### config.mk
export PLATFORM = sky130hd
export DESIGN_NAME = div_unit_radix
export DESIGN_NICKNAME = d
export VERILOG_FILES = /design/src/rtl/ppc_types.sv /design/src/rtl/div_iter_core.sv /design/src/rtl/div_unit_radix.sv
export SDC_FILE = /design/constraint.sdc
export NUM_CORES = 1
export LEC_CHECK = 0
export BUFFER_PORTS_ARGS = -buffer_cell sky130_fd_sc_hd__clkbuf_2
export CORE_MARGIN = 2
export CORE_UTILIZATION = 55
export CTS_CLUSTER_DIAMETER = 40
export DETAILED_ROUTE_END_ITERATION = 10
export PLACE_DENSITY = 0.74
export SLEW_MARGIN = 20
export SYNTH_ARGS = -nofsm -noshare
export SYNTH_HDL_FRONTEND = slang
export SYNTH_SLANG_ARGS = --single-unit
### constraint.sdc
create_clock -name clk -period 7.8 [get_ports clk]
set_input_delay 0.39 -clock clk [delete_from_list [all_inputs] [get_ports clk]]
set_output_delay 0.39 -clock clk [all_outputs]
set_load 0.01 [all_outputs]
### src/rtl/ppc_types.sv
// rtl/ppc_types.sv - shared PowerPC execution-cluster types for the divide unit
package ppc_types;

    localparam int XER_SO_BIT = 31;
    localparam int XER_OV_BIT = 30;

    typedef struct packed {
        logic div_signed;
        logic alter_OV;
        logic alter_CR0;
    } div_decode_t;

    typedef struct packed {
        logic [31:0] xer;
        logic        so;
        logic        xer_valid;
        logic        cr0_valid;
    } cond_exception_t;

    typedef enum logic [1:0] {
        CORE_IDLE,
        CORE_BUSY,
        CORE_DONE
    } core_state_t;

    // Most-negative two's-complement value for an xlen-bit word (xlen <= 64)
    function automatic logic [63:0] most_negative(input int unsigned xlen);
        return 64'd1 << (xlen - 1);
    endfunction

endpackage

### src/rtl/div_iter_core.sv
// rtl/div_iter_core.sv - unsigned restoring divider retiring BITS_PER_CYCLE quotient bits per cycle
module div_iter_core
    import ppc_types::*;
#(
    parameter int XLEN           = 32,
    parameter int BITS_PER_CYCLE = 1
) (
    input  logic            clk,
    input  logic            rst,
    input  logic            start,
    input  logic            hold,
    input  logic [XLEN-1:0] dividend,
    input  logic [XLEN-1:0] divisor,
    output logic            done,
    output logic [XLEN-1:0] quotient,
    output logic [XLEN-1:0] remainder
);

    localparam int ITER = XLEN / BITS_PER_CYCLE;
    localparam int CW   = $clog2(ITER) + 1;

    if ((XLEN % BITS_PER_CYCLE) != 0) begin : g_bad_split
        $error("div_iter_core: XLEN must be a multiple of BITS_PER_CYCLE");
    end
    if (BITS_PER_CYCLE != 1 && BITS_PER_CYCLE != 2 && BITS_PER_CYCLE != 4) begin : g_bad_bpc
        $error("div_iter_core: BITS_PER_CYCLE must be 1, 2 or 4");
    end

    core_state_t     state, state_n;
    logic [XLEN:0]   acc, acc_n;
    logic [XLEN-1:0] q, q_n;
    logic [XLEN-1:0] dvsr;
    logic [CW-1:0]   cnt;

    // Unrolled compare/subtract/shift steps for one iteration; q shifts the dividend out as quotient bits shift in
    always_comb begin
        acc_n = acc;
        q_n   = q;
        for (int i = 0; i < BITS_PER_CYCLE; i++) begin
            acc_n = {acc_n[XLEN-1:0], q_n[XLEN-1]};
            q_n   = {q_n[XLEN-2:0], 1'b0};
            if (acc_n >= {1'b0, dvsr}) begin
                acc_n = acc_n - {1'b0, dvsr};
                q_n[0] = 1'b1;
            end
        end
    end

    // Control state register
    always_ff @(posedge clk) begin
        if (rst) state <= CORE_IDLE;
        else     state <= state_n;
    end

    // Next state: a finished result is held until the owner releases it
    always_comb begin
        state_n = state;
        case (state)
            CORE_IDLE: if (start) state_n = CORE_BUSY;
            CORE_BUSY: if (cnt == CW'(ITER - 1)) state_n = CORE_DONE;
            CORE_DONE: begin
                if (start)      state_n = CORE_BUSY;
                else if (!hold) state_n = CORE_IDLE;
            end
            default:   state_n = CORE_IDLE;
        endcase
    end

    // Datapath: load operands on start, iterate while busy
    always_ff @(posedge clk) begin
        if (rst) begin
            acc  <= '0;
            q    <= '0;
            dvsr <= '0;
            cnt  <= '0;
        end else if (start) begin
            acc  <= '0;
            q    <= dividend;
            dvsr <= divisor;
            cnt  <= '0;
        end else if (state == CORE_BUSY) begin
            acc  <= acc_n;
            q    <= q_n;
            cnt  <= cnt + CW'(1);
        end
    end

    assign done      = (state == CORE_DONE);
    assign quotient  = q;
    assign remainder = acc[XLEN-1:0];

endmodule

### src/rtl/div_unit_radix.sv
// rtl/div_unit_radix.sv - pipelined signed/unsigned integer divide unit with remainder mode and flush
module div_unit_radix
    import ppc_types::*;
#(
    parameter int RS_ID_WIDTH    = 5,
    parameter int XLEN           = 32,
    parameter int BITS_PER_CYCLE = 1
) (
    input  logic                   clk,
    input  logic                   rst,
    input  logic                   input_valid,
    output logic                   input_ready,
    input  logic [RS_ID_WIDTH-1:0] rs_id_in,
    input  logic [4:0]             result_reg_addr_in,
    input  logic [XLEN-1:0]        op1,
    input  logic [XLEN-1:0]        op2,
    input  logic [31:0]            xer,
    input  div_decode_t            control,
    input  logic                   rem_mode,
    input  logic                   flush,
    output logic                   output_valid,
    input  logic                   output_ready,
    output logic [RS_ID_WIDTH-1:0] rs_id_out,
    output logic [4:0]             result_reg_addr_out,
    output logic [XLEN-1:0]        result,
    output cond_exception_t        cr0_xer
);

    if (XLEN < 8) begin : g_bad_xlen
        $error("div_unit_radix: XLEN must be at least 8");
    end

    localparam logic [63:0]     MIN_NEG_W = most_negative(XLEN);
    localparam logic [XLEN-1:0] MIN_NEG   = MIN_NEG_W[XLEN-1:0];

    // S0: raw operands
    logic                   s0_v;
    logic [XLEN-1:0]        s0_op1, s0_op2;
    logic [31:0]            s0_xer;
    div_decode_t            s0_ctrl;
    logic                   s0_rem;
    logic [RS_ID_WIDTH-1:0] s0_rs;
    logic [4:0]             s0_addr;

    // S1: sign-magnitude operands
    logic                   s1_v;
    logic [XLEN-1:0]        s1_mag1, s1_mag2;
    logic                   s1_neg, s1_special, s1_rem;
    logic [31:0]            s1_xer;
    div_decode_t            s1_ctrl;
    logic [RS_ID_WIDTH-1:0] s1_rs;
    logic [4:0]             s1_addr;

    // Core slot: metadata of the op owning the iterative core
    logic                   c_v;
    logic                   c_neg, c_special, c_rem;
    logic [31:0]            c_xer;
    div_decode_t            c_ctrl;
    logic [RS_ID_WIDTH-1:0] c_rs;
    logic [4:0]             c_addr;

    logic                   kill;
    logic                   accept, s0_adv, s1_adv;
    logic                   c_fin, out_load, c_free;
    logic                   core_start, core_hold, core_done;
    logic [XLEN-1:0]        core_quo, core_remd;

    logic                   neg1, neg2, special_s0;
    logic [XLEN-1:0]        mag1, mag2;

    logic [XLEN-1:0]        raw_res, res_next;
    logic [31:0]            xer_next;

    assign kill = rst | flush;

    // Stage handshakes: a slot advances when it holds an op and the next slot is free or freeing
    always_comb begin
        c_fin       = c_v & (c_special | core_done);
        out_load    = (!output_valid & c_fin) | (output_valid & output_ready);
        c_free      = c_fin & out_load;
        s1_adv      = s1_v & !c_v;
        s0_adv      = s0_v & (!s1_v | s1_adv);
        input_ready = !(s0_v & s1_v & c_v);
        accept      = input_valid & input_ready & !flush;
        core_start  = s1_adv & !s1_special & !flush;
        core_hold   = c_v & !c_free;
    end

    // Operand sign stripping and detection of ops that skip the iteration
    always_comb begin
        neg1       = s0_ctrl.div_signed & s0_op1[XLEN-1];
        neg2       = s0_ctrl.div_signed & s0_op2[XLEN-1];
        mag1       = neg1 ? (~s0_op1 + 1'b1) : s0_op1;
        mag2       = neg2 ? (~s0_op2 + 1'b1) : s0_op2;
        special_s0 = (s0_op2 == '0) |
                     (s0_ctrl.div_signed & (s0_op1 == MIN_NEG) & (s0_op2 == '1));
    end

    // S0 operand register
    always_ff @(posedge clk) begin
        if (kill) begin
            s0_v <= 1'b0;
        end else if (accept) begin
            s0_v    <= 1'b1;
            s0_op1  <= op1;
            s0_op2  <= op2;
            s0_xer  <= xer;
            s0_ctrl <= control;
            s0_rem  <= rem_mode;
            s0_rs   <= rs_id_in;
            s0_addr <= result_reg_addr_in;
        end else if (s0_adv) begin
            s0_v <= 1'b0;
        end
    end

    // S1 sign-magnitude register; remainder takes the dividend's sign, quotient the xor of both
    always_ff @(posedge clk) begin
        if (kill) begin
            s1_v <= 1'b0;
        end else if (s0_adv) begin
            s1_v       <= 1'b1;
            s1_mag1    <= mag1;
            s1_mag2    <= mag2;
            s1_neg     <= s0_rem ? neg1 : (neg1 ^ neg2);
            s1_special <= special_s0;
            s1_rem     <= s0_rem;
            s1_xer     <= s0_xer;
            s1_ctrl    <= s0_ctrl;
            s1_rs      <= s0_rs;
            s1_addr    <= s0_addr;
        end else if (s1_adv) begin
            s1_v <= 1'b0;
        end
    end

    // Core slot ownership; a special op occupies the slot for one cycle without iterating
    always_ff @(posedge clk) begin
        if (kill) begin
            c_v <= 1'b0;
        end else if (s1_adv) begin
            c_v       <= 1'b1;
            c_neg     <= s1_neg;
            c_special <= s1_special;
            c_rem     <= s1_rem;
            c_xer     <= s1_xer;
            c_ctrl    <= s1_ctrl;
            c_rs      <= s1_rs;
            c_addr    <= s1_addr;
        end else if (c_free) begin
            c_v <= 1'b0;
        end
    end

    div_iter_core #(
        .XLEN           (XLEN),
        .BITS_PER_CYCLE (BITS_PER_CYCLE)
    ) u_core (
        .clk       (clk),
        .rst       (kill),
        .start     (core_start),
        .hold      (core_hold),
        .dividend  (s1_mag1),
        .divisor   (s1_mag2),
        .done      (core_done),
        .quotient  (core_quo),
        .remainder (core_remd)
    );

    // Result sign restoration and XER overflow update
    always_comb begin
        raw_res  = c_rem ? core_remd : core_quo;
        res_next = c_special ? '0 : (c_neg ? (~raw_res + 1'b1) : raw_res);
        xer_next = c_xer;
        if (c_ctrl.alter_OV) begin
            xer_next[XER_OV_BIT] = c_special;
            xer_next[XER_SO_BIT] = c_xer[XER_SO_BIT] | c_special;
        end
    end

    // Output register; holds steady while the consumer stalls
    always_ff @(posedge clk) begin
        if (kill) begin
            output_valid        <= 1'b0;
            result              <= '0;
            rs_id_out           <= '0;
            result_reg_addr_out <= '0;
            cr0_xer             <= '0;
        end else if (out_load) begin
            output_valid <= c_fin;
            if (c_fin) begin
                result              <= res_next;
                rs_id_out           <= c_rs;
                result_reg_addr_out <= c_addr;
                cr0_xer.xer         <= xer_next;
                cr0_xer.so          <= xer_next[XER_SO_BIT];
                cr0_xer.xer_valid   <= c_ctrl.alter_OV;
                cr0_xer.cr0_valid   <= c_ctrl.alter_CR0;
            end
        end
    end

endmodule

==> results.json, run 1 <==
{
  "synth.cell_area_um2": 19500,
  "grtUsageTotal_pct": 25.6,
  "final_cell_mix": "nand2_1 (310), edfxtp_1 (268), clkbuf_2 (193)",
  "cp.required_ns": 8.33,
  "fill_cells": 2553,
  "synth_cell_types": 81,
  "period_share_pct": 42.6,
  "insertion_delay_ns": 0.61,
  "cts_tree": "built",
  "power_frac_seq_pct": 47.8,
  "drive_gt1_share_pct": 16.1,
  "ys_ff_latch": 452,
  "syn_inst": 1802,
  "synth.avg_cell_area_um2": 10.8,
  "min_path_type": "input pin to flop",
  "start_kind": "flop",
  "p_int_mw": 4.23,
  "die_area_um2": 37100,
  "async_flop_share_pct": 0,
  "route.detailed.drc": 0,
  "ioPinCount": 194,
  "finalHoldViolCount": 0,
  "gr-max-usage-layer": "met2",
  "via_count": 14400,
  "period_needed_ns": 3.32,
  "dp_hpwl_mm": 31.4,
  "wl_per_cell_um": 18.4,
  "rsz0062_at_grt": "no",
  "clkPwrFrac_pct": 48.2,
  "antenna_found_initial": 0,
  "status": "completed",
  "max_freq_ghz": 0.301,
  "grt_max_degree": 87,
  "setup_viol": 0,
  "port-buffer-count": 193,
  "area_growth_pct": 22.2,
  "drt_wl_total_mm": 47.5,
  "ctsResizeCount": 0,
  "clkTransAtPathRegs_ns": 0.06,
  "layout.nets": 2233,
  "critPathMaxFanout": 46,
  "met2_usage_pct": 41.7,
  "worstPathArrival_ns": 3.86,
  "routed_via_density": 5.58,
  "p_sw_share_pct": 21.3,
  "fin_skew_ns": 0.0232,
  "relSlewSlack_pct": 33.4,
  "grt_first_pass_wirelength_mm": 73.8,
  "first_iter_violations": 1091,
  "grt_pass1_vias": 14100,
  "htreeDepth": 2,
  "irDropWorstVdd_mv": 0.213,
  "layout_commonest_cell": "nand2_1",
  "cp-end-kind": "flop",
  "die_x_um": 193,
  "cts_buffer_depth": 3,
  "cts_root_buffer": "clkbuf_16",
  "start_util_pct": 55.4,
  "insertedDiodeCount": 0,
  "clock_sinks": 452,
  "synth_edf_count": 268,
  "coreArea_um2": 35300,
  "cts_made_buffers": 56,
  "ant_nets": 0,
  "yosysSeqAreaShare_pct": 60.0,
  "worst_pin_slew_ns": 0.999,
  "die_y_um": 193,
  "ys_warn_count": 0,
  "combinationalPowerShare_pct": 4.0,
  "leakage_nw": 8.99,
  "grt_remaining_overflow": 0,
  "gp_congestion": 0.894,
  "power_density_nw_per_um2": 225,
  "grt_use_met3_pct": 3.89,
  "finalMaxSlewViolations": 0,
  "worstSetupPathType": "flop to flop",
  "synth_fp_nets": 1955,
  "finalSetupTns_ns": 0,
  "maxCapViolCount": 0,
  "drtPass1Iterations": 5,
  "ys.flop_type": "edfxtp_1",
  "power.switching_mw": 1.15,
  "met1_usage_pct": 34.4,
  "core.rowCount": 69,
  "p_total_mw": 5.38
}
-- metal layers --
layer  vias to the layer above  wire, um
met5                         -         0
met4                         0      1710
met3                       106      2640
met2                       463     22600
met1                      6877     20500
li1                       6989         -
-- synth_stat cells (18+ instances only) --
library cell	n	area share (%)
a21oi_1	165	4.2
a311oi_1	32	1.4
clkbuf_1	73	1.4
dfxtp_1	184	19
edfxtp_1	268	41
ha_1	37	2.4
inv_1	54	1.0
mux2i_1	45	2.3
nand2_1	310	6.0
nand3_1	25	0.64
nand4_1	18	0.58
nor2_1	122	2.3
nor3_1	32	0.82
o21ai_0	72	1.8
o21ai_1	19	0.49
xnor2_1	56	2.5
xor2_1	64	2.9
-- state kept, by name (all words and copies together) (netlist names), 5 cells and up --
register / flops
u_core.dvsr: 32
s1_mag2: 32
c_rs: 5
u_core.acc: 32
s1_rs: 5
s0_addr: 5
s0_op1: 32
cr0_xer: 34
s0_op2: 32
u_core.quotient: 32
s1_mag1: 32
u_core.cnt: 6
s1_xer: 32
rs_id_out: 5
s0_rs: 5
c_xer: 32
s0_xer: 32
result: 32
result_reg_addr_out: 5
s1_addr: 5
c_addr: 5
-- cell families after synthesis --
| logic type | share of synthesized area [%] |
|---|---|
| DFF | 60.0 |
| buffers and inverters | 3.17 |
| xor gates and xnor gates | 5.38 |
| adders and majority gates | 2.47 |
| muxes | 2.95 |
| and+or+nand+nor | 13.4 |
| AOI/OAI and AO/OA | 12.6 |
-- critical path, cell delays in order, from the launching register on --
cell	delay, ns
edfxtp_1	0.40
buf_4	0.55
mux2i_1	0.43
ha_1	0.24
o21ai_1	0.16
nor4_2	0.40
o21ai_2	0.15
o21ai_2	0.20
nand2_1	0.10
xor2_1	0.15
or3_1	0.31
a21oi_1	0.16
-- area by class of cell --
class / instances / area (um2) / share of cell area, %
flip-flops and latches: 452 / 11700 / 49.1
well taps: 461 / 577 / 2.41
clock buffers: 69 / 1490 / 6.24
clock inverters: 36 / 410 / 1.72
repair buffers: 317 / 2210 / 9.27
inverters: 54 / 203 / 0.849
multi-input cells: 1199 / 7260 / 30.4
-- worst paths after layout --
path / start / end / slack (ns) / cells past startpoint
worst max register to register: c_rem$_DFFE_PP_ / result[24]$_SDFFE_PP0P_ / 4.48 / 11
worst min-delay path: output_ready / output_valid$_SDFFE_PP0P_ / 0.13 / 3
worst min register to register: s0_rs[4]$_DFFE_PP_ / s1_rs[4]$_DFFE_PP_ / 0.41 / 0
worst max-delay path: c_rem$_DFFE_PP_ / result[24]$_SDFFE_PP0P_ / 4.48 / 11
-- power groups by stage --
stage	clock network, mW	logic [mW]	registers [mW]
2_1_floorplan	0	0.105	2.62
3_3_place_gp	0	0.162	2.62
3_5_place_dp	0	0.164	2.62
4_1_cts	2.63	0.210	2.57
5_1_grt	2.73	0.233	2.57
6_report	2.59	0.215	2.57
-- through the flow --
step	util [%]	instance area, um2	hold slack, ns	setup WS, ns	std cells
5_1_grt	67.6	23900	0.174	4.18	2588
4_1_cts	67.5	23800	0.104	4.52	2586
3_5_place_dp	58.9	20800	0.405	4.54	2370
6_report	67.6	23900	0.133	4.48	2588
3_3_place_gp	58.9	20800	0.401	4.59	2370
2_1_floorplan	-	19500	0.400	1.22	1802
-- what timing repair did --
action	4_1_cts	5_1_grt
endpoints found under the hold margin	111	0
setup endpoints to repair	0	0
hold buffers	111	0
setup buffers	0	0
(Power assumes the default switching activity.)
==> inputs of run 2 (changes only) <==
Settings changed: CORE_UTILIZATION 55 to 53, PLACE_DENSITY 0.74 to 0.75.
Clock period 7.8 ns to 2.8 ns, I/O delays scaled along.
==> run 2 against run 1 <==
The flow now finishes with violations (setup timing). Clock-buffer cell count is 3 lower. Combinational power rose to 3.1 times the previous value. Utilization up 1.1 points. Routed wire length is 0.78% higher. Via count rose by 3.4%. Sequential power increased to 2.8 times the previous value. Largest cell class unchanged. Largest power group is now sequential cells. Highest routed layer unchanged.
==> results.json, run 2 (synthesis gave the netlist of run 1 again) <==
{
  "status": "finished, violations left",
  "violations": "setup timing",
  "power_density_nw_per_um2": 593,
  "fin_util_pct": 68.8,
  "routed_via_density": 5.53,
  "fill_cells": 2616,
  "worst_slack_ns": -0.0534,
  "crit_chain": "inv_2 -> ha_4 -> inv_2 -> fa_2 -> a21o_1 -> a21o_1 -> a21oi_2 -> o21ai_2 -> a311o_1 -> a221oi_4 -> mux2_4 -> a211o_1 -> o21ai_1",
  "die_y_um": 196,
  "critPathMaxStageDelay_ns": 0.35,
  "leakage_nw": 9.57,
  "cts_tree": "built",
  "max_freq_ghz": 0.350,
  "combinationalPowerShare_pct": 4.5,
  "coreArea_um2": 36400,
  "dp_hpwl_mm": 32.4,
  "worstPathArrival_ns": 3.40,
  "largest_reg_flops": 34,
  "period_needed_ns": 2.85,
  "cts_made_buffers": 56,
  "power_frac_seq_pct": 48.1,
  "antenna_found_initial": 0,
  "core.rowCount": 70,
  "rsz0062_at_grt": "yes",
  "grt_remaining_overflow": 0,
  "area_growth_pct": 28.2,
  "cts_buffer_depth": 3,
  "p_sw_share_pct": 22.2,
  "drt_wl_total_mm": 47.9,
  "cp-end-kind": "flop",
  "finalHoldViolCount": 0,
  "grt_pass1_vias": 14300,
  "cts_root_buffer": "clkbuf_16",
  "postPlaceCellArea_um2": 21700,
  "relSlewSlack_pct": 33.6,
  "ioPinCount": 194,
  "first_iter_violations": 1241,
  "min_path_type": "input pin to flop",
  "power.switching_mw": 3.30,
  "clkTransAtPathRegs_ns": 0.06,
  "die_area_um2": 38400,
  "stdcell_area_um2": 25100,
  "critPathSlowestCell": "fa_2",
  "ant_nets": 0,
  "die_x_um": 196,
  "worstSetupPathType": "flop to flop",
  "port-buffer-count": 193,
  "layout.nets": 2336,
  "met2_usage_pct": 40.3,
  "clkPwrFrac_pct": 47.3,
  "grt_first_pass_wirelength_mm": 75.5,
  "worst_pin_slew_ns": 0.992,
  "route.detailed.drc": 0,
  "insertedDiodeCount": 0,
  "regMostFlops": "cr0_xer",
  "via_count": 14900,
  "final_cell_mix": "nand2_1 (310), edfxtp_1 (268), clkbuf_2 (193)",
  "gr-max-usage-layer": "met2",
  "layout_commonest_cell": "nand2_1",
  "grtUsageTotal_pct": 24.9,
  "drtPass1Iterations": 5,
  "p_int_mw": 11.6,
  "htreeDepth": 2,
  "clock_sinks": 452,
  "irDropWorstVdd_mv": 0.648,
  "gp_congestion": 0.883,
  "start_kind": "flop",
  "drive_gt1_share_pct": 21.6,
  "grt_use_met3_pct": 3.90,
  "wl_per_cell_um": 17.7,
  "finalMaxSlewViolations": 0,
  "fin_skew_ns": 0.0293,
  "maxCapViolCount": 0,
  "place_ws_ns": -0.152,
  "setup_viol": 1,
  "met1_usage_pct": 33.6,
  "cp.required_ns": 3.34,
  "grt_max_degree": 57,
  "hold_ws_ns": 0.214,
  "critPathMaxFanout": 2,
  "period_share_pct": 102,
  "insertion_delay_ns": 0.62,
  "start_util_pct": 53.7
}
## run 2: changes by cell type in the layout (fill, tap and decap cells not counted), sizes merged
cell	before	now
inv	63	66
clkinv	18	17
buf	13	111
clkinvlp	3	6
bufinv	6	3
dlygate4sd3	111	113
## run 2: critical path: cells and delay by family (launching register included)
kind | cells | cell delay, ns
compound gates | 8 | 1.59
fa+ha+maj | 2 | 0.47
mux | 1 | 0.33
flops | 1 | 0.32
buf+inv | 2 | 0.09
## run 2: final timing paths
path / startpoint / to / slack [ns] / cells past startpoint
worst max-delay path: u_core.quotient[31]$_SDFFE_PP0P_ / u_core.acc[26]$_SDFFE_PP0P_ / -0.05 / 13
worst min-delay path: rst / s1_mag1[6]$_DFFE_PP_ / 0.21 / 4
worst max register to register: u_core.quotient[31]$_SDFFE_PP0P_ / u_core.acc[26]$_SDFFE_PP0P_ / -0.05 / 13
worst min register to register: s0_xer[7]$_DFFE_PP_ / s1_xer[7]$_DFFE_PP_ / 0.42 / 0
## run 2: per-stage QoR
step / setup TNS, ns / instances / total power, mW
after floorplan: -0.0923 / 1802 / 7.58
after global placement: -0.929 / 2468 / 7.78
after detailed placement: -2.64 / 2468 / 7.79
after CTS: -0.0118 / 2687 / 14.9
after global routing: -0.427 / 2697 / 15.3
final: -0.0534 / 2697 / 14.9
## run 2: area by class of cell
class	instances	area, um2	share of cell area (%)
Clock inverter	38	393	1.57
Timing Repair Buffer	420	3170	12.6
Multi-Input combinational cell	1199	7510	30.0
Inverter	54	203	0.809
Tap cell	468	586	2.34
Sequential cell	452	11700	46.8
Clock buffer	66	1460	5.83
## run 2: repair_timing
action / CTS / global route
gates resized for setup: 1 / 48
gates cloned: 0 / 3
pin swaps: 7 / 6
setup endpoints to repair: 32 / 45
setup buffers: 2 / 7
endpoints found under the hold margin: 113 / 0
hold buffers: 113 / 0
## run 2: power groups by stage
stage | clock network, mW | logic (mW) | registers [mW]
detailed placement | 0 | 0.503 | 7.29
CTS | 7.13 | 0.636 | 7.15
floorplan | 0 | 0.296 | 7.28
global route | 7.45 | 0.733 | 7.16
global placement | 0 | 0.493 | 7.29
finish | 7.04 | 0.674 | 7.15
## run 2: layer usage
metal | up-vias | part of all wire, % | wire (um)
met3 | 107 | 6.3 | 3000
met4 | 0 | 3.6 | 1740
met2 | 549 | 47 | 22400
li1 | 7210 | - | -
met1 | 7059 | 43 | 20700
met5 | - | 0 | 0
